==> config.mk <==
export PLATFORM = sky130hd
export DESIGN_NAME = mvm_frame_driver
export DESIGN_NICKNAME = d
export VERILOG_FILES = /design/src/rtl/defines_pkg.sv /design/src/rtl/memory.sv /design/src/rtl/mvm_frame_driver.sv
export SDC_FILE = /design/constraint.sdc
export NUM_CORES = 1
export LEC_CHECK = 0
export CAP_MARGIN = 25
export CORE_MARGIN = 2
export CORE_UTILIZATION = 65
export DETAILED_ROUTE_END_ITERATION = 16
export DONT_BUFFER_PORTS = 1
export GPL_ROUTABILITY_DRIVEN = 0
export PLACE_DENSITY = 0.81
export SYNTH_ARGS = -nofsm -noshare
export SYNTH_HDL_FRONTEND = slang
export SYNTH_HIERARCHICAL = 1
export SYNTH_SLANG_ARGS = --single-unit
export TNS_END_PERCENT = 20
==> constraint.sdc <==
create_clock -name clk -period 7.5 [get_ports clk]
set_clock_uncertainty 0.2 [all_clocks]
set_input_delay 0.75 -clock clk [delete_from_list [all_inputs] [get_ports clk]]
set_output_delay 0.75 -clock clk [all_outputs]
set_load 0.005 [all_outputs]
==> src/rtl/defines_pkg.sv <==
// Shared sizing for the MVM frame driver: matrix dimension and frame length rule.
package defines_pkg;

  localparam int NROWS_A = 4;

  // A matrix (n*n bytes), then X vector (n bytes), then B vector (n bytes)
  function automatic int frame_len(input int n);
    return n * n + 2 * n;
  endfunction

  localparam int FRAME_LEN = frame_len(NROWS_A);

endpackage

==> src/rtl/memory.sv <==
// Simple single-port-write, async-read byte store used as the frame buffer.
module memory #(
  parameter int WIDTH   = 8,
  parameter int SIZE    = 24,
  parameter int LOGSIZE = 5
) (
  input  logic               clk,
  input  logic               we,
  input  logic [LOGSIZE-1:0] waddr,
  input  logic [WIDTH-1:0]   wdata,
  input  logic [LOGSIZE-1:0] raddr,
  output logic [WIDTH-1:0]   rdata
);

  logic [WIDTH-1:0] mem [SIZE];

  always_ff @(posedge clk) begin
    if (we) mem[waddr] <= wdata;
  end

  assign rdata = mem[raddr];

endmodule

==> src/rtl/mvm_frame_driver.sv <==
// Buffers one MVM frame, streams it to the MVM over valid/ready and collects
// the NROWS_A results it returns.
//   state  | meaning
//   IDLE   | waiting for load bytes or start with a full frame
//   LOAD   | accepting frame bytes into the buffer
//   XFER   | streaming frame bytes out and capturing results
//   DONE   | one-cycle completion pulse, frame buffer released
module mvm_frame_driver
  import defines_pkg::frame_len;
#(
  parameter int NROWS_A   = defines_pkg::NROWS_A,
  parameter int FRAME_LEN = frame_len(NROWS_A)
) (
  input  logic                       clk,
  input  logic                       reset,
  input  logic                       ld_valid,
  input  logic [7:0]                 ld_data,
  output logic                       ld_ready,
  input  logic                       start,
  output logic                       tx_valid,
  output logic [7:0]                 tx_data,
  input  logic                       tx_ready,
  input  logic                       rx_valid,
  input  logic [15:0]                rx_data,
  input  logic                       rx_overflow,
  output logic                       rx_ready,
  input  logic [$clog2(NROWS_A)-1:0] res_addr,
  output logic [15:0]                res_data,
  output logic                       ovf_any,
  output logic                       done,
  output logic                       busy
);

  localparam int AW  = $clog2(FRAME_LEN);
  localparam int CW  = $clog2(FRAME_LEN + 1);
  localparam int RW  = $clog2(NROWS_A + 1);
  localparam int RAW = (NROWS_A > 1) ? $clog2(NROWS_A) : 1;
  localparam logic [CW-1:0] LEN_C  = CW'(FRAME_LEN);
  localparam logic [AW-1:0] LAST_C = AW'(FRAME_LEN - 1);
  localparam logic [RW-1:0] ROWS_C = RW'(NROWS_A);

  typedef enum logic [1:0] {S_IDLE, S_LOAD, S_XFER, S_DONE} state_t;

  state_t          state, state_nxt;
  logic            rdy_en;
  logic            frame_full;
  logic [AW-1:0]   wr_ptr;
  logic [CW-1:0]   rd_ptr;
  logic [CW-1:0]   tx_cnt;
  logic [RW-1:0]   rx_cnt;
  logic [AW-1:0]   raddr;
  logic [7:0]      rd_byte;
  logic [15:0]     results [NROWS_A];

  logic ld_fire, ld_last, xfer_go, tx_fire, rx_fire;

  assign ld_ready = rdy_en && !frame_full && (state == S_IDLE || state == S_LOAD);
  assign ld_fire  = ld_valid && ld_ready;
  assign ld_last  = ld_fire && (wr_ptr == LAST_C);
  assign xfer_go  = (state == S_IDLE) && start && frame_full;
  assign tx_fire  = tx_valid && tx_ready;
  assign rx_ready = (state == S_XFER) && (rx_cnt < ROWS_C);
  assign rx_fire  = rx_valid && rx_ready;
  assign busy     = (state == S_LOAD) || (state == S_XFER);
  assign done     = (state == S_DONE);
  assign res_data = results[res_addr];

  // Read address is 0 outside XFER so the entry cycle can prefetch byte 0
  assign raddr = (state == S_XFER && rd_ptr < LEN_C) ? rd_ptr[AW-1:0] : '0;

  memory #(
    .WIDTH   (8),
    .SIZE    (FRAME_LEN),
    .LOGSIZE (AW)
  ) u_frame_buf (
    .clk   (clk),
    .we    (ld_fire),
    .waddr (wr_ptr),
    .wdata (ld_data),
    .raddr (raddr),
    .rdata (rd_byte)
  );

  always_comb begin
    state_nxt = state;
    case (state)
      S_IDLE: begin
        if (xfer_go)                  state_nxt = S_XFER;
        else if (ld_fire && !ld_last) state_nxt = S_LOAD;
      end
      S_LOAD: if (ld_last) state_nxt = S_IDLE;
      S_XFER: if (tx_cnt == LEN_C && rx_cnt == ROWS_C) state_nxt = S_DONE;
      S_DONE: state_nxt = S_IDLE;
      default: state_nxt = S_IDLE;
    endcase
  end

  always_ff @(posedge clk or posedge reset) begin
    if (reset) begin
      state      <= S_IDLE;
      rdy_en     <= 1'b0;
      frame_full <= 1'b0;
      wr_ptr     <= '0;
      rd_ptr     <= '0;
      tx_cnt     <= '0;
      rx_cnt     <= '0;
      tx_valid   <= 1'b0;
      tx_data    <= '0;
      ovf_any    <= 1'b0;
    end else begin
      state  <= state_nxt;
      rdy_en <= 1'b1;

      if (ld_fire) wr_ptr <= ld_last ? '0 : wr_ptr + 1'b1;
      if (ld_last) frame_full <= 1'b1;
      if (state == S_DONE) frame_full <= 1'b0;

      if (xfer_go) begin
        tx_cnt   <= '0;
        rx_cnt   <= '0;
        ovf_any  <= 1'b0;
        tx_data  <= rd_byte;
        tx_valid <= 1'b1;
        rd_ptr   <= CW'(1);
      end else if (state == S_XFER) begin
        // Output register refills on the same edge it drains: no bubbles
        if (tx_fire) begin
          tx_cnt <= tx_cnt + 1'b1;
          if (rd_ptr < LEN_C) begin
            tx_data <= rd_byte;
            rd_ptr  <= rd_ptr + 1'b1;
          end else begin
            tx_valid <= 1'b0;
          end
        end
        if (rx_fire) begin
          rx_cnt  <= rx_cnt + 1'b1;
          ovf_any <= ovf_any | rx_overflow;
        end
      end
    end
  end

  // Result store is left unreset; contents are meaningful only after a frame
  always_ff @(posedge clk) begin
    if (rx_fire) results[rx_cnt[RAW-1:0]] <= rx_data;
  end

endmodule
* Word-level counts from Yosys, hierarchy flattened
Memory sizes are Yosys's and may differ from the RTL's. Index checks and enable logic that the tools add are counted.
Storage, ports and cells: bits in registers 32, bits in writable memories 256, word-level logic and storage cells 90, memories 2
Cells by class: add/sub/neg operators 4, order comparisons 2, eq/ne operators 10, mux-type cells 34, bitwise gates (word level) 1, reductions and logical operators 27
Memories:
- u_frame_buf.mem | words 24, width 8, rd ports 1, clocked after memory_dff 0, wr ports 1, RTL line memory.sv:15 | logic [WIDTH-1:0] mem [SIZE];
- results | words 4, width 16, rd ports 1, clocked after memory_dff 0, wr ports 1, RTL line mvm_frame_driver.sv:53 | logic [15:0] results [NROWS_A];
Operator list (count):
- 5-bit two-way mux | 9
- 8-bit two-way mux | 4
- 5-bit by 1-bit adder with 5-bit output, second input constant | 3
- 1-bit two-way mux | 13
- 1-bit logical AND | 12
- 5-bit equality test, second input constant | 2
- 2-bit nonzero test | 5
- 3-bit two-way mux | 3
- 3-bit AND reduction | 3
- 2-bit two-way mux | 4
- 2-bit case mux with 4 select lines | 1
- 5-bit < comparator, second input constant | 1
- 2-bit equality test, second input constant | 2
- 2-bit != test, second input constant | 2
- 2-bit AND reduction | 2
- 3-bit by 1-bit adder with 3-bit output, second input constant | 1
- 3-bit equality test, second input constant | 1
- 3-bit < comparator, second input constant | 1
- 3-bit by 2-bit != test with 1-bit output, second input constant | 1
- 2-bit by 1-bit equality test with 1-bit output, second input constant | 1
- 1-bit zero test | 2
- 2-bit zero test | 1
- 1-bit logical OR | 2
- 2-bit by 1-bit != test with 1-bit output, second input constant | 1
- 1-bit bitwise OR | 1

* Longest topological paths before layout
Gate-level depths: netlist of the first run.
word-level depth 10, depth in mapped cells 12, mapped depth without buffers 8

* By module
Netlist of the first run, hierarchy kept.
By module, submodules not included:
- memory | instances 1, cells an instance 375, area an instance 7559.8 µm², sequential area each 5765.5 µm²
- mvm_frame_driver | instances 1, cells an instance 242, area an instance 3990.1 µm², sequential area each 2722.6 µm²

* Worst setup path before layout of the first run
Ideal clock, no wire load.
path kind register -> register, from reg state[1], to mem u_frame_buf.mem[0][0], enable pin, library setup time 370 ps, arrival time 2156 ps, data required time 6930 ps, path slack 4774 ps, cell stages (with the launch flop) 9, path buffers 2, period minus slack after synthesis 2726 ps, cell sequence dfrtp_1 inv_1 ha_1 nor2_1 and4bb_2 buf_6 or3b_2 clkbuf_1 nor2_1
Between the ends: word-level cells in the longest chain between the ends 6
RTL lines:
- start, declared | RTL line mvm_frame_driver.sv:44 | state_t state, state_nxt;
- start signal, assigned | RTL line mvm_frame_driver.sv:111 | state <= state_nxt;
- 2-bit by 1-bit equality test with 1-bit output / 2-bit zero test (equally long branches) | RTL line mvm_frame_driver.sv:57 | assign ld_ready = rdy_en && !frame_full && (state == S_IDLE || state == S_LOAD);
- 1-bit logical OR * | RTL line mvm_frame_driver.sv:57
- 1-bit logical AND * | RTL line mvm_frame_driver.sv:57
- 1-bit logical AND * | RTL line mvm_frame_driver.sv:58 | assign ld_fire = ld_valid && ld_ready;
- named net ld_fire | RTL line mvm_frame_driver.sv:55 | logic ld_fire, ld_last, xfer_go, tx_fire, rx_fire;
- 1-bit two-way mux * | RTL line memory.sv:18 | if (we) mem[waddr] <= wdata;
- 1-bit two-way mux (not written as such) * | RTL line memory.sv:18
- end, declared | RTL line memory.sv:15
The timed path passes the listed nets; every way through them passes the cells marked *.

* Final worst setup path of the first run
from reg state[0], to reg tx_data[7]
Between the ends: word-level cells in the longest chain between the ends 8
RTL lines:
- 2-bit equality test * | RTL line mvm_frame_driver.sv:69 | assign raddr = (state == S_XFER && rd_ptr < LEN_C) ? rd_ptr[AW-1:0] : '0;
- 1-bit logical AND * | RTL line mvm_frame_driver.sv:69
- 5-bit two-way mux * | RTL line mvm_frame_driver.sv:69
- named net raddr[0] | RTL line mvm_frame_driver.sv:51 | logic [AW-1:0] raddr;
- memory 24 x 8 bit *
- named net rd_byte[7] | RTL line mvm_frame_driver.sv:52 | logic [7:0] rd_byte;
- 8-bit two-way mux | RTL line mvm_frame_driver.sv:129 | if (rd_ptr < LEN_C) begin
- 8-bit two-way mux | RTL line mvm_frame_driver.sv:127 | if (tx_fire) begin
- 8-bit two-way mux | RTL line mvm_frame_driver.sv:125 | end else if (state == S_XFER) begin
- 8-bit two-way mux * | RTL line mvm_frame_driver.sv:118 | if (xfer_go) begin
- end signal, assigned | RTL line mvm_frame_driver.sv:122 | tx_data <= rd_byte;
- end signal, assigned | RTL line mvm_frame_driver.sv:130 | tx_data <= rd_byte;
- end, declared | RTL line mvm_frame_driver.sv:21 | output logic [7:0] tx_data,
The timed path passes the listed nets; every way through them passes the cells marked *. The select of a mux whose other input is x is not followed. A chain may end at the register's enable or synchronous reset.

==> metrics.log, run 1 <==
[metrics] CTS Hold Bufs: 1
[metrics] Inserted Diodes: 0
[metrics] max-slew violation count: 0
[metrics] Total Neg Setup Slack: 0 ps
[metrics] sequential fraction of the synthesis area: 0.7349
[metrics] proportion of layout cells with a drive suffix above 1: 0.1734
[metrics] outcome: completed
[metrics] number of setup violations in the final report: 0
[metrics] number of enable flip-flop cells after synthesis: 256
[metrics] data arrival time of the critical path: 3790 ps
[metrics] standard cell with the maximum stage delay on the critical path: sky130_fd_sc_hd__buf_4
[metrics] detailed-route via count: 5781
[metrics] core region area: 17360 µm²
[metrics] worst stage delay on the critical path: 690 ps
[metrics] Post-Route WL: 23160 µm
[metrics] cells resized by post-CTS repair: 0
[metrics] ports placed on the boundary: 63
[metrics] max-slew headroom at the worst pin: 0.3631
[metrics] critical path launch point type: flop
[metrics] total of max-cap violations: 0
[metrics] detailed placement HPWL: 14260 µm
[metrics] setup repair after global routing missed its margin: false
[metrics] detailed-routing iteration count for the pre-antenna-repair pass: 5
[metrics] dominant synthesized flop cell: sky130_fd_sc_hd__edfxtp_1
[metrics] clk sinks: 288
[metrics] footprint of the multi-input gates: 2829 µm²
[metrics] cell area after technology mapping: 11550 µm²
[metrics] number of synthesis warnings: 6
[metrics] worst-case hold slack: 103.9 ps
[metrics] Max VDD drop: 0.1925 mV
[metrics] drc violations: 0
[metrics] Yosys cell types: 47
[metrics] vertical die dimension: 137.3 µm
[metrics] Fillers: 965
[metrics] final worst path period need: 3574 ps
[metrics] maximum number of pins on one net before global-route repair: 51
[metrics] deepest level of the CTS H-tree: 1
[metrics] register-to-register path setup slack: 3930 ps
[metrics] Post-Synthesis Cells: 617
[metrics] CTS tree: yes
[metrics] Final Hold Vio Count: 0
[metrics] asr flop ratio synth: 0.1111
[metrics] Nets: 664
[metrics] floorplan die area: 18850 µm²
[metrics] Skew-Pair Late Insertion Delay: 540 ps
[metrics] most numerous cell in the Yosys netlist: sky130_fd_sc_hd__edfxtp_1
[metrics] violation count after the first detailed-routing iteration: 452
[metrics] antenna violations before repair: 0
[metrics] clock input transition at the sequential cells of the worst setup and hold paths: 60 ps
[metrics] DR WL/cell: 26.77 µm
[metrics] final cycle utilization of the critical path: 0.4765
[metrics] footprint of the flip-flops and latches: 8488 µm²
[metrics] setup slack of the critical path after layout: 3927 ps
[metrics] Mean Syn Cell Area: 18.72 µm²
[metrics] wire length of the first global-routing pass: 34380 µm
[metrics] ANT nets after route: 0
[metrics] Cell Chain, Critical Path: inv_1 > ha_1 > and3_2 > buf_4 > mux4_2 > o211ai_1 > o311ai_1 > mux2_2
[metrics] flip-flop and latch count after synthesis: 288
[metrics] die outline width: 137.3 µm
[metrics] starting density of the core: 0.6654
[metrics] Critical Setup Path Class: reg -> reg
[metrics] endpoint kind of the worst setup timing path: flop
[metrics] CTS buffer count: 27
[metrics] Mapped Nets: 662
[metrics] worst path required time: 7720 ps
[metrics] leakage power total: 4.042 nW
[metrics] count of buffers inserted at the top-level ports: 0
[metrics] top achievable clock speed: 279.8 MHz
[metrics] Vias/cell: 6.683
[metrics] transition at the pin with the smallest max-transition slack: 955.3 ps
[metrics] top cell type by total area after synthesis: sky130_fd_sc_hd__edfxtp_1
[metrics] ranking of synthesized cells by area: sky130_fd_sc_hd__edfxtp_1 67%, sky130_fd_sc_hd__mux4_2 9.4%, sky130_fd_sc_hd__dfrtp_1 6.9%
[metrics] Post-CTS Setup Bufs: 0
[metrics] area added between synthesis and finish: 8.612%
[metrics] Power per Cell Area: 276.9 nW/µm²
[metrics] number of global-route vias before repair: 5945
[metrics] pre-CTS setup slack: 3980 ps
[metrics] Root Buffer Master: sky130_fd_sc_hd__clkbuf_16
[metrics] most instantiated cells after synthesis: 256 x sky130_fd_sc_hd__edfxtp_1, 48 x sky130_fd_sc_hd__mux4_2, 48 x sky130_fd_sc_hd__nor2_1
[metrics] critical path peak fanout: 50
[metrics] share of the synthesized area in the top cell type: 0.6656
[metrics] total routing resource utilization after global routing: 0.2507
[metrics] total grt overflow: 0
[metrics] path category of the worst min-delay check: in -> reg
[metrics] worst-case clock buffer depth: 3
[metrics] Std-Cell Rows: 48
[layout make-up]
class	count	area share
flip-flops and latches	288	0.6766
clock inverters	16	0.01197
inverters	10	0.002992
well taps	225	0.02244
multi-input cells	287	0.2255
clock buffers	34	0.05595
repair buffers	5	0.004488
[placed cells by master (no fill, tap or decap), types with 2 or more instances in the layout]
cell / Yosys / routed
sky130_fd_sc_hd__mux2_2: 11 / 11
sky130_fd_sc_hd__nand4_1: 5 / 5
sky130_fd_sc_hd__nor2b_1: 3 / 3
sky130_fd_sc_hd__mux4_2: 48 / 48
sky130_fd_sc_hd__clkinv_1: 0 / 7
sky130_fd_sc_hd__xnor2_1: 3 / 3
sky130_fd_sc_hd__dfrtp_1: 32 / 32
sky130_fd_sc_hd__nand2_1: 18 / 18
sky130_fd_sc_hd__nand3_1: 14 / 14
sky130_fd_sc_hd__and4bb_2: 2 / 2
sky130_fd_sc_hd__clkinv_2: 0 / 5
sky130_fd_sc_hd__ha_1: 12 / 12
sky130_fd_sc_hd__buf_4: 3 / 2
sky130_fd_sc_hd__and3_2: 1 / 4
sky130_fd_sc_hd__or3b_2: 2 / 2
sky130_fd_sc_hd__o311ai_1: 8 / 8
sky130_fd_sc_hd__nand3b_1: 4 / 4
sky130_fd_sc_hd__o211ai_1: 8 / 8
sky130_fd_sc_hd__bufinv_16: 0 / 3
sky130_fd_sc_hd__clkbuf_1: 7 / 7
sky130_fd_sc_hd__xor2_1: 6 / 6
sky130_fd_sc_hd__and3_1: 5 / 2
sky130_fd_sc_hd__nor2_1: 48 / 48
sky130_fd_sc_hd__inv_1: 10 / 10
sky130_fd_sc_hd__a22oi_1: 8 / 8
sky130_fd_sc_hd__clkbuf_16: 0 / 27
sky130_fd_sc_hd__mux2i_1: 41 / 41
sky130_fd_sc_hd__and2_1: 6 / 6
sky130_fd_sc_hd__a2bb2oi_1: 9 / 9
sky130_fd_sc_hd__a21oi_1: 8 / 8
sky130_fd_sc_hd__nor3b_1: 3 / 2
sky130_fd_sc_hd__edfxtp_1: 256 / 256
[state kept, by name, summed over array words and instances (netlist names)]
name	count
state	2
ovf_any	1
results	64
u_frame_buf/mem	192
rd_ptr	5
frame_full	1
rx_cnt	3
wr_ptr	5
rdy_en	1
tx_valid	1
tx_data	8
tx_cnt	5
[path summary, 6_finish.rpt]
kind                                   from  depth (start not counted)              to
max in group asynchronous             reset                          3       tx_cnt[1]
worst max-delay path               state[0]                          8      tx_data[7]
worst min-delay path            rx_data[14]                          0  results[2][14]
min in group asynchronous             reset                          2      tx_data[2]
worst min register to register      ovf_any                          2         ovf_any
worst max register to register     state[0]                          8      tx_data[7]
[critical path, delay by kind of cell (launching register included)]
kind                     cells  cell delay, ps
multiplexers                 2             900
buffers and inverters        2             800
AO/OA/AOI/OAI                2             480
flip-flops                   1             410
adder cells (fa/ha/maj)      1             340
AND/OR/NAND/NOR              1             250
[kinds of logic after synthesis]
logic type / after synthesis / synth area share
xor gates and xnor gates: 9 / 0.006825
muxes: 100 / 0.1399
other: 1 / 0.0003247
adders and majority gates: 12 / 0.01300
AOI/OAI and AO/OA: 48 / 0.03337
buffers and inverters: 42 / 0.02091
DFF: 288 / 0.7349
and+or+nand+nor: 117 / 0.05081
[per-layer routing]
layer / vias to the layer above / global-route usage / wire length, µm
met1: 2997 / 0.3286 / 8953
met3: 56 / 0.05813 / 1958
li1: 2447 / - / -
met5: - / 0 / 0
met2: 281 / 0.4190 / 11540
met4: 0 / 0.08591 / 704
[where the power goes]
part / internal, W / switching, W
sequential: 0.00183 / 0.0000639
combinational: 0.000114 / 0.000160
clock: 0.000764 / 0.000546
[per-stage QoR]
stage	total power, W	std cells	utilization	area [µm²]
after detailed placement	0.002182	814	0.6731	11680
after global routing	0.003579	865	0.7228	12540
after global placement	0.002162	812	0.6713	11650
after floorplan	0.002108	617	-	11550
final	0.003473	865	0.7228	12540
after CTS	0.003486	865	0.7228	12540
(Power assumes the default switching activity.)
==> inputs of run 2 (changes only) <==
- CORE_UTILIZATION: 65 -> 63
- PLACE_DENSITY: 0.81 -> 0.79
- clock period: 7.5 -> 3.3 ns (I/O delays scaled with it)
==> metrics.log, run 2 (synthesized netlist as in run 1, its figures left out) <==
[metrics] setup slack of the critical path after layout: 337.4 ps (was 3927 ps)
[metrics] final cycle utilization of the critical path: 0.8978 (was 0.4765)
[metrics] top achievable clock speed: 337.5 MHz (was 279.8 MHz)
[metrics] drc violations: 0 (unchanged)
[metrics] total routing resource utilization after global routing: 0.2469 (was 0.2507)
[metrics] DR WL/cell: 24.92 µm (was 26.77 µm)
[metrics] vertical die dimension: 139.4 µm (was 137.3 µm)
[metrics] Skew-Pair Late Insertion Delay: 530 ps (was 540 ps)
[metrics] path category of the worst min-delay check: in -> reg (unchanged)
[metrics] largest register by flop count: u_frame_buf/mem (unchanged)
[metrics] maximum number of pins on one net before global-route repair: 37 (was 51)
[metrics] wire length of the first global-routing pass: 36200 µm (was 34380 µm)
[metrics] CTS tree: yes (unchanged)
[metrics] critical path peak fanout: 36 (was 50)
[metrics] transition at the pin with the smallest max-transition slack: 1041 ps (was 955.3 ps)
[metrics] r2r worst-path depth: 8 (unchanged)
[metrics] most frequent cells in the layout: 256 x sky130_fd_sc_hd__edfxtp_1, 48 x sky130_fd_sc_hd__nor2_1, 48 x sky130_fd_sc_hd__mux4_2 (unchanged)
[metrics] first element of the critical path: state[0] (unchanged)
[metrics] Nets: 723 (was 664)
[metrics] total grt overflow: 0 (unchanged)
[metrics] Vias/cell: 6.380 (was 6.683)
[metrics] worst-case hold slack: 20.82 ps (was 103.9 ps)
[metrics] worst path required time: 3520 ps (was 7720 ps)
[metrics] endpoint kind of the worst setup timing path: flop (unchanged)
[metrics] start point of the worst hold path: start (was rx_data[14])
[metrics] starting density of the core: 0.6430 (was 0.6654)
[metrics] critical path launch point type: flop (unchanged)
[metrics] cells resized by post-CTS repair: 0 (unchanged)
[metrics] count of buffers inserted at the top-level ports: 0 (unchanged)
[metrics] ports placed on the boundary: 63 (unchanged)
[metrics] data arrival time of the critical path: 3180 ps (was 3790 ps)
[metrics] Root Buffer Master: sky130_fd_sc_hd__clkbuf_16 (unchanged)
[metrics] CTS buffer count: 29 (was 27)
[metrics] setup repair after global routing missed its margin: false (unchanged)
[metrics] Inserted Diodes: 0 (unchanged)
[metrics] beginning of the worst register-to-register path: state[0] (unchanged)
[metrics] total of max-cap violations: 0 (unchanged)
[metrics] number of setup violations in the final report: 0 (unchanged)
[metrics] floorplan die area: 19430 µm² (was 18850 µm²)
[metrics] antenna violations before repair: 1 (was 0)
[metrics] Power per Cell Area: 622.8 nW/µm² (was 276.9 nW/µm²)
[metrics] detailed placement HPWL: 14270 µm (was 14260 µm)
[metrics] total power draw: 0.008184 W (was 0.003473 W)
[metrics] pre-CTS setup slack: 344.8 ps (was 3980 ps)
[metrics] number of global-route vias before repair: 6147 (was 5945)
[metrics] depth of the worst hold-timing path: 3 (was 0)
[metrics] detailed-routing iteration count for the pre-antenna-repair pass: 5 (unchanged)
[metrics] max-slew headroom at the worst pin: 0.3035 (was 0.3631)
[metrics] max-slew violation count: 0 (unchanged)
[metrics] deepest level of the CTS H-tree: 1 (unchanged)
[metrics] Post-Route WL: 23160 µm (about the same)
[metrics] Final Hold Vio Count: 0 (unchanged)
[metrics] Max VDD drop: 0.5975 mV (was 0.1925 mV)
[metrics] final design utilization: 0.7316 (was 0.7228)
[metrics] final worst path period need: 2963 ps (was 3574 ps)
[metrics] leakage power total: 4.367 nW (was 4.042 nW)
[metrics] number of flip-flops in the largest register: 192 (unchanged)
[metrics] detailed-route via count: 5927 (was 5781)
[metrics] Std-Cell Rows: 49 (was 48)
[metrics] die outline width: 139.4 µm (was 137.3 µm)
[metrics] worst-case clock buffer depth: 3 (unchanged)
[metrics] outcome: completed (unchanged)
[metrics] violation count after the first detailed-routing iteration: 570 (was 452)
[metrics] clk sinks: 288 (unchanged)
[metrics] Critical Setup Path Class: reg -> reg (unchanged)
[metrics] core region area: 17960 µm² (was 17360 µm²)
[metrics] most common library cell in the layout ignoring fill and taps: sky130_fd_sc_hd__edfxtp_1 (unchanged)
[metrics] clock input transition at the sequential cells of the worst setup and hold paths: 60 ps (about the same)
[metrics] proportion of layout cells with a drive suffix above 1: 0.2114 (was 0.1734)
[metrics] ANT nets after route: 0 (unchanged)
[metrics] Total Neg Setup Slack: 0 ps (unchanged)
[metrics] area added between synthesis and finish: 13.78% (was 8.612%)
==> run 2: through the flow <==
stage / instances / instance area [µm²]
floorplan: 617 / 11550
global placement: 849 / 11930
detailed placement: 849 / 11930
CTS: 929 / 13140
global route: 929 / 13140
finish: 929 / 13140
==> run 2: final timing paths <==
| kind | to | slack [ps] |
|---|---|---|
| worst max-delay path | tx_data[7] | 340 |
| worst min-delay path | state[1] | 20 |
| worst max register to register | tx_data[7] | 340 |
| worst min register to register | tx_data[7] | 340 |
| max in group asynchronous | wr_ptr[4] | 2460 |
| min in group asynchronous | rd_ptr[2] | 130 |
==> run 2: final cells by class <==
class	count	area [µm²]
fill	1004	4822
clock buffer	37	787.0
multi-input combinational	287	2828
timing repair buffer	62	558.0
inverter	10	37.54
clock inverter	16	156.4
sequential	288	8488
tap	229	286.5
==> run 2: power breakdown <==
group	internal, W	switching (W)
clock network	0.00191	0.00129
registers	0.00415	0.000136
logic	0.000296	0.000404
==> run 2: what timing repair did <==
action	4_1_cts	5_1_grt
hold buffers	27	0
buffers inserted	0	0
endpoints found under the hold margin	290	0
==> run 2: per-layer routing <==
| layer | vias to the layer above | track usage | wire [µm] |
|---|---|---|---|
| met5 | - | 0 | 7 |
| met2 | 284 | 0.4118 | 11760 |
| met3 | 55 | 0.04439 | 1724 |
| met4 | 2 | 0.08985 | 794 |
| met1 | 3006 | 0.3332 | 8868 |
| li1 | 2580 | - | - |
==> run 2: critical path: stages, from the launching register on <==
cell	delay, ps
sky130_fd_sc_hd__dfrtp_1	400
sky130_fd_sc_hd__inv_1	110
sky130_fd_sc_hd__ha_1	240
sky130_fd_sc_hd__and3_2	250
sky130_fd_sc_hd__buf_12	270
sky130_fd_sc_hd__mux4_2	570
sky130_fd_sc_hd__mux2i_1	280
sky130_fd_sc_hd__o311ai_1	200
sky130_fd_sc_hd__mux2_2	300
==> inputs of run 3 (changes only) <==
- BUFFER_PORTS_ARGS: not set -> -buffer_cell sky130_fd_sc_hd__buf_2
- CORE_UTILIZATION: 63 -> 61
- DONT_BUFFER_PORTS: 1 -> not set
- PLACE_DENSITY: 0.79 -> 0.8
==> metrics.log, run 3 (synthesized netlist as in run 1, its figures left out) <==
[metrics] number of setup violations in the final report: 0 (unchanged)
[metrics] cell family contributing the most delay on the critical path: simple AND/OR/NAND/NOR gates (was multiplexers)
[metrics] wire length of the first global-routing pass: 36470 µm (was 36200 µm)
[metrics] total of max-cap violations: 0 (unchanged)
[metrics] standard cell with the maximum stage delay on the critical path: sky130_fd_sc_hd__nor2b_1 (was sky130_fd_sc_hd__mux4_2)
[metrics] largest register by flop count: u_frame_buf/mem (unchanged)
[metrics] drc violations: 0 (unchanged)
[metrics] setup repair after global routing missed its margin: false (unchanged)
[metrics] final worst path period need: 2928 ps (was 2963 ps)
[metrics] vertical die dimension: 141.6 µm (was 139.4 µm)
[metrics] clock share of power: 0.372 (was 0.391)
[metrics] CTS tree: yes (unchanged)
[metrics] worst path required time: 3530 ps (was 3520 ps)
[metrics] core region area: 18640 µm² (was 17960 µm²)
[metrics] critical path launch point type: flop (unchanged)
[metrics] starting density of the core: 0.6195 (was 0.6430)
[metrics] DR WL/cell: 23.81 µm (was 24.92 µm)
[metrics] Nets: 778 (was 723)
[metrics] deepest level of the CTS H-tree: 1 (unchanged)
[metrics] Inserted Diodes: 0 (unchanged)
[metrics] die outline width: 141.6 µm (was 139.4 µm)
[metrics] proportion of layout cells with a drive suffix above 1: 0.2739 (was 0.2114)
[metrics] Final Hold Vio Count: 0 (unchanged)
[metrics] first element of the critical path: state[0] (unchanged)
[metrics] maximum number of pins on one net before global-route repair: 43 (was 37)
[metrics] total buffers and inverters traversed by the critical path: 3 (was 2)
[metrics] Switch Pwr: 0.001834 W (was 0.001827 W)
[metrics] fraction of power spent switching nets: 0.2273 (was 0.2232)
[metrics] Max VDD drop: 0.4337 mV (was 0.5975 mV)
[metrics] most common library cell in the layout ignoring fill and taps: sky130_fd_sc_hd__edfxtp_1 (unchanged)
[metrics] Total Neg Setup Slack: 0 ps (unchanged)
[metrics] Cell Chain, Critical Path: inv_1 > ha_1 > buf_4 > and3_1 > buf_12 > nor2b_1 > nand2_1 > nand3_1 > o311ai_1 > mux2_2 (was inv_1 > ha_1 > and3_2 > buf_12 > mux4_2 > mux2i_1 > o311ai_1 > mux2_2)
[metrics] endpoint kind of the worst setup timing path: flop (unchanged)
[metrics] Post-Route WL: 23480 µm (was 23160 µm)
[metrics] CTS buffer count: 28 (was 29)
[metrics] fraction of power consumed by combinational cells: 0.097 (was 0.086)
[metrics] detailed-route via count: 6181 (was 5927)
[metrics] max-slew violation count: 0 (unchanged)
[metrics] footprint of the multi-input gates: 2828 µm² (unchanged)
[metrics] detailed-routing iteration count for the pre-antenna-repair pass: 5 (unchanged)
[metrics] number of flip-flops in the largest register: 192 (unchanged)
[metrics] clk sinks: 288 (unchanged)
[metrics] timing endpoint of the critical path: tx_data[0] (was tx_data[7])
[metrics] top achievable clock speed: 341.5 MHz (was 337.5 MHz)
[metrics] Vias/cell: 6.269 (was 6.380)
[metrics] final cycle utilization of the critical path: 0.8873 (was 0.8978)
[metrics] final design utilization: 0.7156 (was 0.7316)
[metrics] total grt overflow: 0 (unchanged)
[metrics] floorplan die area: 20050 µm² (was 19430 µm²)
[metrics] leakage power total: 4.569 nW (was 4.367 nW)
[metrics] Fillers: 1112 (was 1004)
[metrics] clock input transition at the sequential cells of the worst setup and hold paths: 60 ps (about the same)
[metrics] count of buffers inserted at the top-level ports: 62 (was 0)
[metrics] cells resized by post-CTS repair: 0 (unchanged)
[metrics] beginning of the worst register-to-register path: state[0] (unchanged)
[metrics] most frequent cells in the layout: 256 x sky130_fd_sc_hd__edfxtp_1, 62 x sky130_fd_sc_hd__buf_2, 48 x sky130_fd_sc_hd__nor2_1, 48 x sky130_fd_sc_hd__mux4_2, 41 x sky130_fd_sc_hd__mux2i_1 (was 256 x sky130_fd_sc_hd__edfxtp_1, 48 x sky130_fd_sc_hd__nor2_1, 48 x sky130_fd_sc_hd__mux4_2)
[metrics] critical path peak fanout: 36 (unchanged)
[metrics] path category of the worst min-delay check: in -> reg (unchanged)
[metrics] Post-CTS Setup Bufs: 0 (unchanged)
[metrics] violation count after the first detailed-routing iteration: 573 (was 570)
[metrics] ANT nets after route: 0 (unchanged)
[metrics] Power per Cell Area: 604.8 nW/µm² (was 622.8 nW/µm²)
[metrics] area added between synthesis and finish: 15.51% (was 13.78%)
[metrics] Root Buffer Master: sky130_fd_sc_hd__clkbuf_16 (unchanged)
[metrics] antenna violations before repair: 0 (was 1)
[metrics] worst-case hold slack: 72.08 ps (was 20.82 ps)
[metrics] Std-Cell Rows: 50 (was 49)
[metrics] footprint of the flip-flops and latches: 8488 µm² (unchanged)
[metrics] total routing resource utilization after global routing: 0.2429 (was 0.2469)
[metrics] outcome: completed (unchanged)
[metrics] worst stage delay on the critical path: 490 ps (was 570 ps)
[metrics] register-to-register path setup slack: 370 ps (was 340 ps)
[metrics] max-slew headroom at the worst pin: 0.5485 (was 0.3035)
[metrics] transition at the pin with the smallest max-transition slack: 675.8 ps (was 1041 ps)
[metrics] depth of the worst hold-timing path: 1 (was 3)
[metrics] detailed placement HPWL: 14680 µm (was 14270 µm)
[metrics] capture point of the worst reg-to-reg path: tx_data[0] (was tx_data[7])
[metrics] number of global-route vias before repair: 6459 (was 6147)
[metrics] worst-case clock buffer depth: 3 (unchanged)
[metrics] data arrival time of the critical path: 3160 ps (was 3180 ps)
[metrics] ports placed on the boundary: 63 (unchanged)
[metrics] r2r worst-path depth: 10 (was 8)
[metrics] P_int: 0.006235 W (was 0.006357 W)
[metrics] Skew-Pair Late Insertion Delay: 540 ps (was 530 ps)
[metrics] relative contribution of sequential cells to total power: 0.531 (was 0.523)
[metrics] Critical Setup Path Class: reg -> reg (unchanged)
[metrics] cell count along the critical path: 10 (was 8)
==> run 3: power groups by stage <==
stage,Sequential (W),Clock [W],Combinational (W)
after global routing,0.00430,0.00319,0.000859
after detailed placement,0.00435,0,0.000750
after global placement,0.00433,0,0.000707
final,0.00428,0.00300,0.000784
after CTS,0.00428,0.00305,0.000784
after floorplan,0.00431,0,0.000484
==> run 3: per-stage QoR <==
stage / instance area (µm²) / worst slack, ps / instances / power [W]
4_1_cts: 13340 / 409.1 / 986 / 0.008116
3_5_place_dp: 12280 / 446.1 / 918 / 0.005102
6_report: 13340 / 371.9 / 986 / 0.008069
3_3_place_gp: 12280 / 510.6 / 918 / 0.005039
2_1_floorplan: 11550 / 573.6 / 617 / 0.004791
5_1_grt: 13340 / 189.2 / 986 / 0.008352
==> run 3: worst register-to-register path: cells and delay by family (launching register included) <==
family / cells / cell delay (ps)
buf+inv: 3 / 530
compound gates: 1 / 140
fa+ha+maj: 1 / 200
simple gates: 4 / 1060
mux: 1 / 280
flops: 1 / 400
==> run 3: worst min-delay path by stage <==
stage / from / endpoint / slack, ps
after floorplan: rx_data[0] / results[0][0] / 230
after global placement: reset / frame_full / 230
after detailed placement: reset / rdy_en / 260
after CTS: ld_data[6] / u_frame_buf/mem[5][6] / 60
after global routing: ld_data[6] / u_frame_buf/mem[4][6] / 80
final: ld_data[6] / u_frame_buf/mem[21][6] / 70
==> run 3: layout make-up <==
class	count	share of cell area
inverter	10	0.002813
clock buffer	34	0.05580
timing repair buffer	118	0.06208
sequential	288	0.6362
tap	234	0.02195
clock inverter	15	0.009191
multi-input combinational	287	0.2119
==> run 3: timing repair <==
| item | CTS | global route |
|---|---|---|
| endpoints found under the hold margin | 98 | 0 |
| hold buffers | 19 | 0 |
| endpoints found under the setup margin | 0 | 0 |
==> run 3: layer usage <==
metal,vias to the layer above,GRT usage,part of all wire
met5,-,0,0
met4,0,0.09053,0.033
met3,57,0.03375,0.064
met2,258,0.3950,0.49
met1,3182,0.3434,0.41
li1,2684,-,-
